--- config.mk ---
export PLATFORM = sky130hd
export DESIGN_NAME = wb_rr_arbiter_flat
export DESIGN_NICKNAME = d
export VERILOG_FILES = /design/src/rtl/wb_rr_arbiter_pkg.sv /design/src/rtl/wb_rr_arbiter_if.sv /design/src/rtl/wb_rr_arbiter_pick.sv /design/src/rtl/wb_rr_arbiter.sv /design/src/flat_wrapper.sv
export SDC_FILE = /design/constraint.sdc
export NUM_CORES = 1
export LEC_CHECK = 0
export BUFFER_PORTS_ARGS = -buffer_cell sky130_fd_sc_hd__buf_2
export CAP_MARGIN = 20
export CORE_AREA = 5 5 42 44
export DETAILED_ROUTE_END_ITERATION = 10
export DIE_AREA = 0 0 47 49
export HOLD_SLACK_MARGIN = 0.05
export PLACE_DENSITY = 0.6
export SLEW_MARGIN = 0
export SYNTH_ARGS = -nofsm -noshare
export SYNTH_HDL_FRONTEND = slang
export SYNTH_HIERARCHICAL = 1
export SYNTH_SLANG_ARGS = --single-unit
--- constraint.sdc ---
create_clock -name clk -period 4.35 [get_ports clk]
set_input_delay 0.87 -clock clk [delete_from_list [all_inputs] [get_ports clk]]
set_output_delay 0.87 -clock clk [all_outputs]
set_load 0.02 [all_outputs]
--- src/rtl/wb_rr_arbiter_pkg.sv ---
// Shared types and helpers for the Wishbone round-robin arbiter and its picker.
package wb_arb_pkg;

    typedef enum logic {IDLE, BUS} wb_arb_state_t;

    localparam int MAX_M = 32;

    function automatic int idx_width(input int n);
        return (n > 1) ? $clog2(n) : 1;
    endfunction

    // First requester strictly after 'last' in cyclic order; 'last' itself is scanned last.
    function automatic int rr_next(input logic [MAX_M-1:0] req, input int last, input int n);
        int cand;
        rr_next = last;
        for (int k = n; k >= 1; k--) begin
            cand = last + k;
            if (cand >= n) cand = cand - n;
            if (req[cand]) rr_next = cand;
        end
    endfunction

endpackage

--- src/rtl/wb_rr_arbiter_if.sv ---
// Arbiter-facing bundle of the shared Wishbone bus; slave = arbiter, master = interconnect.
interface wb_rr_arbiter_if #(
    parameter int numm = 2,
    parameter int iw   = wb_arb_pkg::idx_width(numm)
);
    logic [numm-1:0] cyc;
    logic            stb;
    logic            stall;
    logic            ack;
    logic            err;
    logic [numm-1:0] gnt;
    logic [iw-1:0]   gnt_idx;
    logic            busy;
    logic            stall_o;
    logic            timeout_err;

    modport slave (
        input  cyc, stb, stall, ack, err,
        output gnt, gnt_idx, busy, stall_o, timeout_err
    );

    modport master (
        output cyc, stb, stall, ack, err,
        input  gnt, gnt_idx, busy, stall_o, timeout_err
    );
endinterface

--- src/rtl/wb_rr_arbiter_pick.sv ---
// Combinational cyclic priority encoder: request vector + last-owner pointer -> one-hot, index, valid.
module wb_rr_pick
    import wb_arb_pkg::*;
#(
    parameter int numm = 2,
    parameter int iw   = idx_width(numm)
) (
    input  logic [numm-1:0] req,
    input  logic [iw-1:0]   last,
    output logic [numm-1:0] onehot,
    output logic [iw-1:0]   idx,
    output logic            valid
);

    logic [MAX_M-1:0] req_ext;
    int               sel;

    always_comb begin
        req_ext             = '0;
        req_ext[numm-1:0]   = req;
        sel                 = rr_next(req_ext, int'(last), numm);
        valid               = |req;
        idx                 = iw'(sel);
        onehot              = '0;
        if (valid) onehot[idx] = 1'b1;
    end

endmodule

--- src/rtl/wb_rr_arbiter.sv ---
// Registered round-robin owner arbiter with outstanding-request tracking for the shared Wishbone bus.
// Optional watchdog enabled by defining WB_ARB_TIMEOUT_EN.
module wb_rr_arbiter
    import wb_arb_pkg::*;
#(
    parameter int numm    = 2,
    parameter int outw    = 3,
    parameter int timeout = 255
) (
    input  logic            clk,
    input  logic            rst,
    wb_rr_arbiter_if.slave  bus
);

    localparam int              IW      = idx_width(numm);
    localparam logic [outw-1:0] OUT_MAX = '1;

    wb_arb_state_t   state, state_nx;
    logic [numm-1:0] gnt_r, gnt_nx;
    logic [IW-1:0]   idx_r, idx_nx;
    logic [IW-1:0]   last_r, last_nx;
    logic [outw-1:0] out_r, out_nx;

    logic [numm-1:0] cyc_v;
    logic [numm-1:0] pick_gnt;
    logic [IW-1:0]   pick_idx;
    logic            pick_valid;
    logic            owner_cyc;
    logic            busy;
    logic            stall_o;
    logic            accept;
    logic            complete;
    logic            fire;
    logic            to_pulse;

    assign cyc_v     = bus.cyc;
    assign busy      = (state == BUS);
    assign owner_cyc = |(cyc_v & gnt_r);
    assign stall_o   = (out_r == OUT_MAX) & busy;
    assign accept    = bus.stb & ~bus.stall & ~stall_o;
    assign complete  = bus.ack | bus.err | to_pulse;

    wb_rr_pick #(.numm(numm), .iw(IW)) u_pick (
        .req    (cyc_v),
        .last   (last_r),
        .onehot (pick_gnt),
        .idx    (pick_idx),
        .valid  (pick_valid)
    );

`ifdef WB_ARB_TIMEOUT_EN
    localparam int WDW = $clog2(timeout + 1);

    logic [WDW-1:0] wd_r, wd_nx;
    logic           to_r;

    // Counts stalled-response cycles of the current owner; any progress or ownership change restarts it.
    always_comb begin
        wd_nx = wd_r;
        fire  = 1'b0;
        if (busy && owner_cyc) begin
            if (bus.ack || bus.err || accept) begin
                wd_nx = '0;
            end else if (out_r != '0) begin
                if (int'(wd_r) + 1 >= timeout) begin
                    fire  = 1'b1;
                    wd_nx = '0;
                end else begin
                    wd_nx = wd_r + 1'b1;
                end
            end
        end else begin
            wd_nx = '0;
        end
    end

    always_ff @(posedge clk) begin
        if (rst) begin
            wd_r <= '0;
            to_r <= 1'b0;
        end else begin
            wd_r <= wd_nx;
            to_r <= fire;
        end
    end

    assign to_pulse = to_r;
`else
    assign fire     = 1'b0;
    assign to_pulse = 1'b0;
`endif

    always_comb begin
        state_nx = state;
        gnt_nx   = gnt_r;
        idx_nx   = idx_r;
        last_nx  = last_r;
        out_nx   = out_r;
        case (state)
            IDLE: begin
                if (pick_valid) begin
                    gnt_nx   = pick_gnt;
                    idx_nx   = pick_idx;
                    last_nx  = pick_idx;
                    state_nx = BUS;
                end
            end
            BUS: begin
                // A released cycle aborts whatever is in flight; the next requester takes over without an idle gap.
                if (!owner_cyc) begin
                    out_nx = '0;
                    if (pick_valid) begin
                        gnt_nx  = pick_gnt;
                        idx_nx  = pick_idx;
                        last_nx = pick_idx;
                    end else begin
                        gnt_nx   = '0;
                        state_nx = IDLE;
                    end
                end else if (fire) begin
                    out_nx = '0;
                end else if (accept && !complete) begin
                    out_nx = out_r + 1'b1;
                end else if (complete && !accept && out_r != '0) begin
                    out_nx = out_r - 1'b1;
                end
            end
            default: state_nx = IDLE;
        endcase
    end

    always_ff @(posedge clk) begin
        if (rst) begin
            state  <= IDLE;
            gnt_r  <= '0;
            idx_r  <= '0;
            last_r <= IW'(numm - 1);
            out_r  <= '0;
        end else begin
            state  <= state_nx;
            gnt_r  <= gnt_nx;
            idx_r  <= idx_nx;
            last_r <= last_nx;
            out_r  <= out_nx;
        end
    end

    assign bus.gnt         = gnt_r;
    assign bus.gnt_idx     = idx_r;
    assign bus.busy        = busy;
    assign bus.stall_o     = stall_o;
    assign bus.timeout_err = to_pulse;

    a_gnt_onehot0: assert property (@(posedge clk) $onehot0(gnt_r));
    a_gnt_hold:    assert property (@(posedge clk) (!rst && busy && owner_cyc) |=> $stable(gnt_r));
    a_no_underflw: assert property (@(posedge clk) (!rst && out_r == '0) |=> (out_r <= outw'(1)));

endmodule
--- src/flat_wrapper.sv ---
// flat-port wrapper written by rule: the top's interface ports become plain ports
module wb_rr_arbiter_flat import wb_arb_pkg::*;
#(
    parameter int numm    = 2,
    parameter int outw    = 3,
    parameter int timeout = 255
)
  (clk, rst, bus_cyc, bus_stb, bus_stall, bus_ack, bus_err, bus_gnt, bus_gnt_idx, bus_busy, bus_stall_o, bus_timeout_err);
  wb_rr_arbiter_if #(.numm(numm)) bus_i ();
  input  logic clk;
  input  logic rst;
  input wire logic [$bits(bus_i.cyc)-1:0] bus_cyc;
  input wire logic [$bits(bus_i.stb)-1:0] bus_stb;
  input wire logic [$bits(bus_i.stall)-1:0] bus_stall;
  input wire logic [$bits(bus_i.ack)-1:0] bus_ack;
  input wire logic [$bits(bus_i.err)-1:0] bus_err;
  output wire logic [$bits(bus_i.gnt)-1:0] bus_gnt;
  output wire logic [$bits(bus_i.gnt_idx)-1:0] bus_gnt_idx;
  output wire logic [$bits(bus_i.busy)-1:0] bus_busy;
  output wire logic [$bits(bus_i.stall_o)-1:0] bus_stall_o;
  output wire logic [$bits(bus_i.timeout_err)-1:0] bus_timeout_err;
  assign bus_i.cyc = bus_cyc;
  assign bus_i.stb = bus_stb;
  assign bus_i.stall = bus_stall;
  assign bus_i.ack = bus_ack;
  assign bus_i.err = bus_err;
  assign bus_gnt = bus_i.gnt;
  assign bus_gnt_idx = bus_i.gnt_idx;
  assign bus_busy = bus_i.busy;
  assign bus_stall_o = bus_i.stall_o;
  assign bus_timeout_err = bus_i.timeout_err;
  wb_rr_arbiter #(.numm(numm), .outw(outw), .timeout(timeout)) u_core (.clk(clk), .rst(rst), .bus(bus_i));
endmodule
==> results.toml <==
[route]
ant_nets = 0
via_count = 465
vias_per_cell = 5.17
drtIter0Drc = 3
wl_per_cell_um = 11.6
drtPass1Iterations = 3
routed_wl_um = 1040
drcViolationCount = 0

[power]
ir_drop_mv = 0.0945
p_total_uw = 171
p_seq_frac = 0.485
powerDensity_nw_per_um2 = 289
power_frac_clock = 0.319
internal_power_uw = 124
switching_share = 0.276
p_leak_nw = 0.264
p_comb_frac = 0.196
p_sw_uw = 47.1

[synthesis]
synthFlopType = "dfxtp_1"
ys_seq_elements = 8
ys_warn_count = 6
ys_seq_area_frac = 0.321
synth-async-reset-ratio = 0
synth_cell_type_count = 31
synth_edf_count = 0
syn_nets = 70
syn_inst = 61
synthesis.area_um2 = 499
postSynthAreaPerCell_um2 = 8.18

[timing]
slew_violations = 0
setup_tns_ns = 0
period_needed_ns = 2.18
setup_violations = 0
hold_ws_ns = 0.461
finalHoldViolCount = 0
max_freq_ghz = 0.458
finalWorstSetupSlack_ns = 2.17
fin_crit_sh = 0.502
rsz0062_at_grt = "no"
fin_worst_skew_ns = 0.00452

[cells_and_area]
layout.nets = 85
drive_gt1_frac = 0.284
design_area_um2 = 591
areaGrowthSynthToFinish_pct = 18.3
fill_cells = 144
n_antenna_cell = 0

[die]
core_area_um2 = 1400
die_x_um = 47
rows = 14
die-area_um2 = 2300
start_util = 0.356
fp.dieH_um = 49
design.portCount = 14

[clock_tree]
path_clk_slew_ns = 0.05
cts-resized-gates = 0
cts_setup_buffers = 0
cts_buffers = 3
cts-root-buf = "clkbuf_4"
htree_levels = 1
tritoncts = "done"
clock-sinks = 8
hold_buffers = 0
cts.path.max_buffers = 2
clkLatencyLatePin_ns = 0.25

[run]
maxCapViolCount = 0

[place]
port_buffers = 12
pre_cts_slack_ns = 1.91
hpwlAfterDp_um = 828
gp_congestion = 0.765
postPlaceCellArea_um2 = 568

[critical_path]
worstPathArrival_ns = 2.36
setup.worst_path.class = "primary input to flip-flop"
cp_max_fo = 4
required_ns = 4.52
cp-end-kind = "flip-flop"
critPathLaunchType = "primary input"

[global_route]
grt_usage = 0.108
grt_pass1_wl_um = 1750
grt_start_max_net_pins = 9
antenna_found_initial = 0
overflow = 0
grt_pass1_vias = 442

[hold_path]
min_path_type = "flip-flop to flip-flop"

[status]
status = "finished, final reports clean"
## synthesized netlist by cell type, drive strengths merged (2+ instances only)
master  count  area share
nor3b       2       0.030
dfxtp       8        0.32
nor2        7       0.053
a21oi       7       0.078
a21boi      2       0.030
buf         2       0.023
o21ai       2       0.020
inv         6       0.045
a32oi       2       0.035
nand2       5       0.038
## power groups by stage
| stage | Clock, mW | Sequential (mW) | Combinational (mW) |
|---|---|---|---|
| after floorplan | 0 | 0.0867 | 0.0214 |
| after global placement | 0 | 0.0840 | 0.0332 |
| after detailed placement | 0 | 0.0842 | 0.0336 |
| after CTS | 0.0573 | 0.0828 | 0.0338 |
| after global routing | 0.0584 | 0.0836 | 0.0375 |
| final | 0.0544 | 0.0828 | 0.0334 |
## cell usage in the layout (no fill, tap or decap), types with 2 or more instances in the layout
cell type / instances
buf_2: 12
dfxtp_1: 8
nor2_1: 7
inv_1: 6
a21oi_1: 6
nand2_1: 5
clkbuf_4: 3
nor3b_1: 2
o21ai_0: 2
a32oi_1: 2
## worst max-delay path: stages
cell     delay [ns]
buf_2          0.09
and2b_1        0.18
and3_4         0.20
fa_1           0.41
nor3b_1        0.20
a21oi_1        0.06
nor2_1         0.11
a21oi_1        0.08
a31oi_1        0.15
## cell type report
class,instances,area (um2),share of cell area
inverter,6,22.5,0.0381
timing repair buffer,12,60.1,0.102
clock buffer,3,22.5,0.0381
multi-input combinational,45,305,0.517
sequential,8,160,0.271
tap,16,20.0,0.0339
## per-layer routing
metal,GRT usage,vias to the layer above,part of all wire
met2,0.161,12,0.46
li1,-,240,-
met3,0.0332,2,0.062
met1,0.115,211,0.46
met5,0,-,0
met4,0.0968,0,0.013
## final timing paths
check	cells after the start	to	slack [ns]	startpoint
worst min register to register	2	u_core/bus.gnt_idx	0.46	u_core/bus.gnt_idx
worst max register to register	8	u_core/out_r[2]	2.39	u_core/bus.busy
worst max-delay path	9	u_core/out_r[2]	2.17	bus_stb
worst min-delay path	2	u_core/bus.gnt_idx	0.46	u_core/bus.gnt_idx
## registers in the layout, summed over array words and instances, names as in the netlist
signal              cells
u_core/bus.gnt          2
u_core/bus.busy         1
u_core/last_r           1
u_core/out_r            3
u_core/bus.gnt_idx      1
## kinds of logic after synthesis
family	Yosys count	share of synthesized area
and+or+nand+nor	24	0.276
other	1	0.00751
xor gates and xnor gates	1	0.0175
DFF	8	0.321
AOI/OAI and AO/OA	17	0.251
muxes	1	0.0201
buffers and inverters	8	0.0677
adders and majority gates	1	0.0401
## per-stage QoR
stage	instances	utilization
3_5_place_dp	87	0.405
3_3_place_gp	87	0.405
2_1_floorplan	61	-
5_1_grt	90	0.421
6_report	90	0.421
4_1_cts	90	0.421
Note: power is estimated with default switching activity, not from simulation.
